<file path="config.mk">
export PLATFORM = sky130hd
export DESIGN_NAME = mux3_rr_sched
export DESIGN_NICKNAME = d
export VERILOG_FILES = /design/src/rtl/mux3_rr_sched.sv
export SDC_FILE = /design/constraint.sdc
export NUM_CORES = 1
export LEC_CHECK = 0
export CAP_MARGIN = 15
export CORE_UTILIZATION = 46
export CTS_CLUSTER_DIAMETER = 80
export DETAILED_ROUTE_END_ITERATION = 7
export PLACE_DENSITY = 0.86
export SETUP_SLACK_MARGIN = 0.4
export SYNTH_ARGS = -nofsm -noshare
export SYNTH_HDL_FRONTEND = slang
export SYNTH_SLANG_ARGS = --single-unit
</file>
<file path="constraint.sdc">
create_clock -name CK -period 2.3 [get_ports CK]
set_input_delay 0.69 -clock CK [delete_from_list [all_inputs] [get_ports CK]]
set_output_delay 0.69 -clock CK [all_outputs]
set_load 0.005 [all_outputs]
</file>
<file path="src/rtl/mux3_rr_sched.sv">
// Round-robin scheduler for three burst requesters sharing a 3:1 mux; drives registered SL1/SL0.
// Optional forced release after MAX_BURST beats when MUX3_SCHED_BURST_LIMIT_EN is defined.
module mux3_rr_sched #(
   parameter int unsigned MAX_BURST = 8,
   parameter int unsigned CNT_W     = 4
) (
   input  logic             CK,
   input  logic             RN,
   input  logic [2:0]       REQ,
   input  logic [2:0]       LAST,
   input  logic             ACK,
   output logic [2:0]       GNT,
   output logic             SL0,
   output logic             SL1,
   output logic             VLD,
   output logic [CNT_W-1:0] BEAT_CNT
);

   typedef enum logic {S_IDLE, S_BUSY} state_t;

`ifdef MUX3_SCHED_BURST_LIMIT_EN
   localparam logic LIMIT_EN = 1'b1;
`else
   localparam logic LIMIT_EN = 1'b0;
`endif
   localparam logic [CNT_W-1:0] CNT_SAT = '1;
   localparam logic [CNT_W-1:0] LIMIT   = CNT_W'(MAX_BURST - 1);

   state_t           r_state, w_state_nxt;
   logic [2:0]       r_gnt, w_gnt_nxt;
   logic             r_sl0, r_sl1, w_sl0_nxt, w_sl1_nxt;
   logic             r_vld;
   logic [CNT_W-1:0] r_cnt, w_cnt_nxt;
   logic [1:0]       r_ptr, w_ptr_nxt, w_own, w_arb_ptr;
   logic [2:0]       w_arb;
   logic             w_limit, w_end, w_abort;

   // Priority order is ptr+1, ptr+2, ptr (mod 3).
   function automatic logic [2:0] f_arb(input logic [2:0] req, input logic [1:0] ptr);
      logic [2:0] g;
      g = '0;
      case (ptr)
         2'd0: begin
            if (req[1])      g = 3'b010;
            else if (req[2]) g = 3'b100;
            else if (req[0]) g = 3'b001;
         end
         2'd1: begin
            if (req[2])      g = 3'b100;
            else if (req[0]) g = 3'b001;
            else if (req[1]) g = 3'b010;
         end
         default: begin
            if (req[0])      g = 3'b001;
            else if (req[1]) g = 3'b010;
            else if (req[2]) g = 3'b100;
         end
      endcase
      return g;
   endfunction

   always_comb begin
      w_own     = r_gnt[2] ? 2'd2 : (r_gnt[1] ? 2'd1 : 2'd0);
      w_limit   = LIMIT_EN & (r_cnt == LIMIT);
      w_end     = ACK & (LAST[w_own] | w_limit);
      w_abort   = ~ACK & ~REQ[w_own];
      w_arb_ptr = (r_state == S_BUSY) ? w_own : r_ptr;
      w_arb     = f_arb(REQ, w_arb_ptr);
   end

   always_comb begin
      w_state_nxt = r_state;
      w_gnt_nxt   = r_gnt;
      w_sl0_nxt   = r_sl0;
      w_sl1_nxt   = r_sl1;
      w_cnt_nxt   = r_cnt;
      w_ptr_nxt   = r_ptr;
      case (r_state)
         S_IDLE: begin
            if (|REQ) begin
               w_state_nxt = S_BUSY;
               w_gnt_nxt   = w_arb;
               w_sl0_nxt   = w_arb[1];
               w_sl1_nxt   = w_arb[2];
               w_cnt_nxt   = '0;
            end
         end
         default: begin
            // Burst end and abort share the release path; arbitration already uses the owner as PTR.
            if (w_end || w_abort) begin
               w_ptr_nxt = w_own;
               w_cnt_nxt = '0;
               if (|REQ) begin
                  w_gnt_nxt = w_arb;
                  w_sl0_nxt = w_arb[1];
                  w_sl1_nxt = w_arb[2];
               end else begin
                  w_state_nxt = S_IDLE;
                  w_gnt_nxt   = '0;
               end
            end else if (ACK && (r_cnt != CNT_SAT)) begin
               w_cnt_nxt = r_cnt + 1'b1;
            end
         end
      endcase
   end

   always_ff @(posedge CK or negedge RN) begin
      if (!RN) begin
         r_state <= S_IDLE;
         r_gnt   <= '0;
         r_sl0   <= 1'b0;
         r_sl1   <= 1'b0;
         r_vld   <= 1'b0;
         r_cnt   <= '0;
         r_ptr   <= 2'd2;
      end else begin
         r_state <= w_state_nxt;
         r_gnt   <= w_gnt_nxt;
         r_sl0   <= w_sl0_nxt;
         r_sl1   <= w_sl1_nxt;
         r_vld   <= |w_gnt_nxt;
         r_cnt   <= w_cnt_nxt;
         r_ptr   <= w_ptr_nxt;
      end
   end

   assign GNT      = r_gnt;
   assign SL0      = r_sl0;
   assign SL1      = r_sl1;
   assign VLD      = r_vld;
   assign BEAT_CNT = r_cnt;

endmodule

</file>
==> summary.md <==
| Metric | Value |
|---|---|
| Footprint of the multi-input gates | 397 µm² |
| Largest net degree at the start of global routing | 16 |
| FF+latch count, synth | 13 |
| Worst setup path start | REQ[0] |
| CTS max path bufs | 2 |
| Die ar. | around 1700 µm² |
| First-pass GRT wire length | 3720 µm |
| Placer Congestion | around 0.88 |
| Setup_tns | 0 ps |
| Crit path time final | 1860 ps |
| Post-synth cell types | 31 |
| Post-synth EDFFs | 0 |
| ANT cells | 0 |
| R2r worst-path depth | 5 |
| WS Path Type | input port to register |
| Tcrit/Tclk final | 0.809 |
| Worst reg2reg startpoint | GNT[1]$_DFF_PN0_ |
| Fin util | 0.790 |
| VDD IR max | 709 µV |
| WL final | 2190 µm |
| Clk root buf | clkbuf_4 |
| Mapped Area | about 730 µm² |
| Initial antenna violation count | 0 |
| PwrDens | roughly 1100 nW/µm² |
| PortBufs | 18 |
| TritonCTS clock tree | yes |
| Hold crit path type | register to register |
| Total GRT Usage | 0.292 |
| Synth Warn # | 0 |
| CORE AREA | about 1400 µm² |
| Area delta synth->final | 50.5% |
| ANT nets after route | 0 |
| Share of layout cells above drive strength 1 | 0.303 |
| Placed cell areas | a little under 1000 µm² |
| Design Area, Final | between 1000 and 1500 µm² |
| Clk sinks | 13 |
| Routed via count | 761 |
| Final slew viol count | 0 |
| DRC | 0 |
| Layout fillers | 80 |
| DR iter-0 viols | 53 |
| CTS Buf Count | 3 |
| Reg-to-reg endpoint | GNT[0]$_DFF_PN0_ |
| WL per Instance | 17.6 µm |
| Synth area leaders | dfrtp_1 (41%), a21oi_1 (4.1%), o21ai_0 (4.1%) |
| Main synth FF type | dfrtp_1 |
| Register area | 328 µm² |
| Cell Count, Final, Fillers Out | approximately 120 |
| H-tree Lvls | 1 |
| Crit path launch type | input port |
| Slew HR | 0.613 |
| # hold bufs at CTS | 0 |
| Setup Viol. Count Final | 0 |
| Final #Nets | 120 |
| Fin. Hold Viols | 0 |
| Die Wd | around 42 µm |
| Worst Setup EP | GNT[0]$_DFF_PN0_ |
| Top cell type's share of synthesized area | 0.414 |
| Critical path arrival | 2020 ps |
| Final Worst Setup Slack | between 400 and 500 ps |
| Asr flop ratio synth | 1.00 |
| Global route overflow | 0 |
| Clock Latency Late Sink | 290 ps |
| Net count after synthesis | between 80 and 90 |
| Synthesized netlist cell count | between 70 and 80 |
| Fin Clk Skew | between 7 and 8 ps |
| RSZ-0062 raised after global routing | false |
| Hold_ws | 536 ps |
| Post-synthesis sequential area ratio | 0.450 |
| Maximum clock rate | 0.537 GHz |
| Initial core utilization | 0.525 |
| Clock slew at reported path FFs | approximately 70 ps |
| Crit path capture type | register |
| Final Power | roughly 1.2 mW |
| Vias per Instance | approximately 6.1 |
| Max Cap Viol | 0 |
| FP Rows | 13 |
| Leading area contributor after synthesis | dfrtp_1 |
| Mean area per synthesized cell | roughly 9.8 µm² |
| First-pass DRT Iterations | 4 |
| Outcome | complete, no violations |
| Number of placed I/O pins | 19 |
| Die H | about 42 µm |
| Post-DP HPWL | 1420 µm |
| Crit path max fanout | 5 |
| Flop2flop setup slack | approximately 460 ps |
| Vias in the first global route | 748 |
| Leak pwr | 0.551 nW |
| Synth cell count leaders | dfrtp_1 (12), inv_1 (7), a21oi_1 (6), o21ai_0 (6), nor2_1 (4) |
| Placed Cells | ~110 |
| Worst EP required | ~2500 ps |
| Hold path startpoint | r_ptr[1]$_DFFE_PN1P_ |
| Pre-CTS WS | -164 ps |
| Worst Tran Pin Value | 579 ps |
| Top-count cell post-synth | dfrtp_1 |
## critical path: stages
cell and delay, ps:
buf_2 110, mux2_4 260, mux4_2 520, buf_6 150
a21oi_4 180, o32ai_2 110
## layer usage
metal	track usage	part of all wire	up-vias
met5	0	0	-
met4	0.181	0.020	0
met3	0.0435	0.079	5
met2	0.438	0.47	50
met1	0.395	0.43	362
li1	-	-	344
## kinds of logic after synthesis
group,count (synthesis),synth area share
compound gates,22,0.207
xor+xnor,2,0.0241
buf+inv,10,0.0621
fa+ha+maj,1,0.0172
flops,13,0.450
mux,4,0.0741
simple gates,22,0.166
## placed cells by master, fill, tap and decap left out, types with 2 or more instances in the layout
master and count:
mux2i_1 2, dfrtp_1 11, buf_2 3, and3_1 2, buf_4 13, nor3_1 2, dlymetal6s2s_1 3, o21ai_1 4
o21ai_0 2, a21oi_1 5, clkbuf_4 3, o32ai_2 3, nand3_1 3, inv_1 7, nor2_1 4, nand2b_1 2
nand2_1 3, dlygate4sd2_1 5, buf_6 2, xor2_1 2, nand4_1 2, clkdlybuf4s50_1 8
## worst min-delay path by stage
stage / to / depth (start not counted)
after global routing: r_ptr[1]$_DFFE_PN1P_ / 2
after CTS: r_ptr[1]$_DFFE_PN1P_ / 2
after detailed placement: r_ptr[1]$_DFFE_PN1P_ / 2
final: r_ptr[1]$_DFFE_PN1P_ / 2
after floorplan: BEAT_CNT[0]$_DFFE_PN0P_ / 0
after global placement: r_ptr[1]$_DFFE_PN1P_ / 2
## flip-flops by register name, summed over array words and instances, names as in the netlist
signal and cells:
r_ptr 2, VLD 1, SL0 1, GNT 3
r_state 1, BEAT_CNT 4, SL1 1
## power breakdown
part           switching, mW  internal [mW]  leakage (nW)
Clock                 0.0789         0.0675        0.0150
Combinational          0.311          0.372         0.377
Sequential            0.0653          0.320         0.159
Total                  0.455          0.760         0.551
## repair_timing
action,in CTS,in global routing
gates cloned,1,0
gates resized for setup,20,4
pin swaps,6,1
setup buffers,5,2
hold endpoints to repair,0,0
setup endpoints to repair,17,6
## layout make-up
class,instances,share of cell area
sequential,13,0.300
timing repair buffer,34,0.271
tap,15,0.0172
clock buffer,4,0.0241
inverter,7,0.0241
multi-input combinational,51,0.363
(Power assumes the default switching activity.)
